[src/rtl/seg_scan_display.sv]
// Multiplexed 7-segment display scanner with a write-port digit register file.
// Latency: seg/an/cur_digit are registered, one cycle behind the scan position.
// No backpressure: writes always land; hold freezes the scan. Optional macro SEG_SCAN_LZB_EN.
module seg_scan_display #(
    parameter int NUM_DIGITS   = 8,
    parameter int REFRESH_DIV  = 65536,
    parameter int BLANK_CYCLES = 256,
    localparam int SEL_W       = ($clog2(NUM_DIGITS) > 1) ? $clog2(NUM_DIGITS) : 1
) (
    input  logic                  clk,
    input  logic                  reset,
    input  logic                  write,
    input  logic [SEL_W-1:0]      sel,
    input  logic [3:0]            num,
    input  logic [NUM_DIGITS-1:0] digit_en,
    input  logic                  hold,
    output logic [6:0]            seg,
    output logic [NUM_DIGITS-1:0] an,
    output logic [SEL_W-1:0]      cur_digit,
    output logic                  frame_tick
);

    localparam int CNT_W = $clog2(REFRESH_DIV);
    localparam logic [CNT_W-1:0] DIV_LAST  = CNT_W'(REFRESH_DIV - 1);
    localparam logic [SEL_W-1:0] SCAN_LAST = SEL_W'(NUM_DIGITS - 1);
    localparam logic [31:0]      BLANK_LIM = 32'(BLANK_CYCLES);
    localparam logic [31:0]      NUM_LIM   = 32'(NUM_DIGITS);

    logic [3:0]       regs [NUM_DIGITS];
    logic [CNT_W-1:0] div_cnt;
    logic [SEL_W-1:0] scan;

    logic div_last;
    logic scan_last;
    logic sel_ok;
    logic lzb_blank;
    logic slot_blank;

    assign div_last  = (div_cnt == DIV_LAST);
    assign scan_last = (scan == SCAN_LAST);
    assign sel_ok    = (32'(sel) < NUM_LIM);

    // Active-low hex decode, bit order {g,f,e,d,c,b,a}.
    function automatic logic [6:0] hex_decode(input logic [3:0] v);
        case (v)
            4'h0:    return 7'h40;
            4'h1:    return 7'h79;
            4'h2:    return 7'h24;
            4'h3:    return 7'h30;
            4'h4:    return 7'h19;
            4'h5:    return 7'h12;
            4'h6:    return 7'h02;
            4'h7:    return 7'h78;
            4'h8:    return 7'h00;
            4'h9:    return 7'h10;
            4'hA:    return 7'h08;
            4'hB:    return 7'h03;
            4'hC:    return 7'h46;
            4'hD:    return 7'h21;
            4'hE:    return 7'h06;
            default: return 7'h0E;
        endcase
    endfunction

`ifdef SEG_SCAN_LZB_EN
    logic [NUM_DIGITS-1:0] zero_from;

    // zero_from[i] is set when every digit at index i and above holds zero.
    always_comb begin
        logic all_zero;
        all_zero  = 1'b1;
        zero_from = '0;
        for (int i = NUM_DIGITS - 1; i >= 0; i--) begin
            all_zero     = all_zero && (regs[i] == 4'h0);
            zero_from[i] = all_zero;
        end
        lzb_blank = (scan != '0) && zero_from[scan];
    end
`else
    assign lzb_blank = 1'b0;
`endif

    assign slot_blank = (32'(div_cnt) < BLANK_LIM) || !digit_en[scan] || lzb_blank;

    // Digit register file; out-of-range selects are dropped, writes proceed during hold.
    always_ff @(posedge clk) begin
        if (reset) begin
            for (int i = 0; i < NUM_DIGITS; i++) begin
                regs[i] <= 4'h0;
            end
        end else if (write && sel_ok) begin
            regs[sel] <= num;
        end
    end

    // Slot divider and scan position; frame_tick marks the wrap back to digit 0.
    always_ff @(posedge clk) begin
        if (reset) begin
            div_cnt    <= '0;
            scan       <= '0;
            frame_tick <= 1'b0;
        end else begin
            frame_tick <= 1'b0;
            if (!hold) begin
                if (div_last) begin
                    div_cnt    <= '0;
                    scan       <= scan_last ? '0 : scan + 1'b1;
                    frame_tick <= scan_last;
                end else begin
                    div_cnt <= div_cnt + 1'b1;
                end
            end
        end
    end

    // Registered display drive built from the pre-edge scan state and register file.
    always_ff @(posedge clk) begin
        if (reset) begin
            seg       <= 7'h7F;
            an        <= '1;
            cur_digit <= '0;
        end else begin
            cur_digit <= scan;
            if (slot_blank) begin
                seg <= 7'h7F;
                an  <= '1;
            end else begin
                seg <= hex_decode(regs[scan]);
                an  <= ~({{(NUM_DIGITS - 1){1'b0}}, 1'b1} << scan);
            end
        end
    end

endmodule

[config.mk]
export PLATFORM = sky130hd
export DESIGN_NAME = seg_scan_display
export DESIGN_NICKNAME = d
export VERILOG_FILES = /design/src/rtl/seg_scan_display.sv
export SDC_FILE = /design/constraint.sdc
export NUM_CORES = 1
export LEC_CHECK = 0
export CAP_MARGIN = 5
export CELL_PAD_IN_SITES_DETAIL_PLACEMENT = 2
export CELL_PAD_IN_SITES_GLOBAL_PLACEMENT = 2
export CORE_MARGIN = 3
export CORE_UTILIZATION = 40
export CTS_BUF_LIST = sky130_fd_sc_hd__clkbuf_16
export CTS_CLUSTER_SIZE = 30
export DETAILED_ROUTE_END_ITERATION = 8
export HOLD_SLACK_MARGIN = 0.03
export PLACE_DENSITY_LB_ADDON = 0.1
export SLEW_MARGIN = 20
export SYNTH_ARGS = -nofsm -noshare
export SYNTH_HDL_FRONTEND = slang
export SYNTH_SLANG_ARGS = --single-unit
export TNS_END_PERCENT = 1
[constraint.sdc]
create_clock -name clk -period 3.85 [get_ports clk]
set_input_delay 1.155 -clock clk [delete_from_list [all_inputs] [get_ports clk]]
set_output_delay 1.155 -clock clk [all_outputs]
set_load 0.02 [all_outputs]
==> out/qor.csv <==
metric;value;unit
Slew HR;55.1;%
FILL cells;776;
Sw Pwr;385;uW
Initial Util;42.2;%
CP max FO;10;
WP data arrival;3.32;ns
first-pass GRT wire length;14200;um
Fmax;320;MHz
CTS Hold Bufs;0;
Flop pwr share;49.8;%
fin util;51.5;%
vias per inst;5.32;
CTS clk-pin slew, worst paths;0.06;ns
Crit Path Category;in -> reg;
syn_nets;321;
critical-path cell list;clkdlybuf4s50_1 -> nor2b_1 -> nand3_1 -> nor3_1 -> or2_2 -> nor2_1;
postcts setup bufs;0;
vias in the first global route;2552;
ant diodes;0;
Max Cap Viol;0;
Clock Path Buffers;2;
hold_ws;0.471;ns
RSZ-0062 raised after global routing;false;
main flop type after synthesis;dfxtp_1;
setup TNS;0;ns
io pins;38;
worst setup path start;hold;
WL/cell;20.1;um
initial antenna violation count;0;
clock sink count;73;
total CTS buffers;9;
PD cells;416;mW/mm^2
Syn. warnings;0;
clock latency on the worst-skew pair;0.33;ns
Global Route Usage Sum;19.3;%
worst hold start;scan[2];
combinational power share;6.0;%
Post-Layout Inst Area;0.00406;mm^2
Placed Area;0.00380;mm^2
Final #Nets;363;
share of cells above drive strength 1;11.0;%
Post-DP HPWL;5870;um
Net Sw Frac;22.8;%
Slew Limit Fails;0;
first-iteration detailed-routing DRC count;84;
Vias;2336;
post-synth cell types;44;
# rows;32;
TritonRoute pass-1 iters;4;
DRC viols;0;
Core ar.;0.00789;mm^2
H-Tree Level Count;3;
root buffer cell;clkbuf_16;
Fin Clk Skew;0.00587;ns
worst setup margin;0.726;ns
global route total overflow;0;
commonest non-fill, non-tap cells in the layout;dfxtp_1 (41), clkdlybuf4s50_1 (37), nor2_1 (33);
register area;0.00178;mm^2
pin count of the biggest net entering global routing;26;
final hold violations;0;
final worst path period need;3.12;ns
Synth Instances;290;
reg-to-reg slack, setup;1.02;ns
CTS tree;done;
die area;0.00946;mm^2
multi-input logic area;0.00147;mm^2
register area share after synthesis;53.5;%
Final Cycle Share;81.1;%
Area Growth Syn to Fin;22.0;%
Netlist Area Pre-Place;0.00333;mm^2
Crit path required time;4.05;ns
#FFs+latches synth;73;
gpl congestion;0.793;
DRT Wirelength;8830;um
post-CTS resize count;0;
Leak;1.47;nW
pre-CTS WS;0.526;ns
commonest non-fill, non-tap cell in the layout;dfxtp_1;
Setup Viol. Count Final;0;
Die W;97.3;um
startpoint types;input pin;
height of the chip;97.3;um
worst vdd ir;0.258;mV
ys async rst share;0;%
antenna viol nets, final;0;
PortBufs;37;
CP Capture Type;flip-flop;
Worst Max-Slew Pin Slew;0.673;ns
Post-synth EDFFs;32;
Internal Power;1.31;mW
slowest CP cell;clkdlybuf4s50_1;
Mean Syn Cell Area;11.5;um^2
clock power share;44.2;%
hold crit path type;reg -> reg;
CP max stage delay;0.51;ns
status;completed;
==> per-stage QoR <==
stage                     std cells  total power, mW
final                           439             1.69
after global placement          423            0.951
after CTS                       439             1.71
after global routing            439             1.75
after detailed placement        423            0.958
after floorplan                 290            0.908
==> flip-flops by register name (all words and copies together), names as in the netlist, named ones only <==
register	count
scan	3
an	8
seg	7
div_cnt	16
cur_digit	3
regs	32
frame_tick	1
==> power by group through the flow <==
stage / clock network (mW) / logic, mW / registers (mW)
global placement: 0 / 0.0956 / 0.855
CTS: 0.763 / 0.102 / 0.842
detailed placement: 0 / 0.0995 / 0.858
finish: 0.747 / 0.101 / 0.842
global route: 0.793 / 0.112 / 0.844
floorplan: 0 / 0.0572 / 0.851
==> critical path, delay by kind of cell <==
family        cells  cell delay [ns]
buf+inv           1             0.51
simple gates      5             1.65
==> synthesized netlist by cell type (4+ instances only) <==
cell / count / area, um^2
nand3_1: 8 / 40.0
edfxtp_1: 32 / 961
a21oi_1: 4 / 20.0
nor3_1: 8 / 40.0
o221ai_1: 4 / 35.0
and2_1: 32 / 200
dfxtp_1: 41 / 821
nor2_1: 33 / 124
ha_1: 12 / 150
or2_2: 10 / 62.6
mux4_2: 4 / 90.1
xor2_1: 7 / 61.3
nand2_1: 17 / 63.8
mux4_1: 4 / 105
xnor2_1: 6 / 52.6
mux2i_1: 10 / 100
inv_1: 11 / 41.3
==> logic make-up after synthesis <==
logic type	share of synthesized area, %
AOI/OAI and AO/OA	4.88
xor gates and xnor gates	3.42
adders and majority gates	4.51
buffers and inverters	2.37
DFF	53.5
muxes	10.2
and+or+nand+nor	21.1
==> final cells by class <==
class / instances / area share (%)
Inverter: 11 / 1.02
Tap cell: 102 / 3.14
Sequential cell: 73 / 43.8
Multi-Input combinational cell: 199 / 36.2
Clock buffer: 9 / 5.54
Clock inverter: 7 / 0.954
Timing Repair Buffer: 38 / 9.30
==> path summary, 6_finish.rpt <==
kind	to	cells after the start
min reg2reg	an[4]	1
max	div_cnt[6]	6
min	an[4]	1
max reg2reg	seg[3]	8
==> layer usage <==
layer | routed length [um] | global-route usage (%)
met1 | 3960 | 24.3
met2 | 4440 | 33.5
met3 | 325 | 4.24
met4 | 96 | 4.90
met5 | 0 | 0
Note: power is estimated with default switching activity, not from simulation.
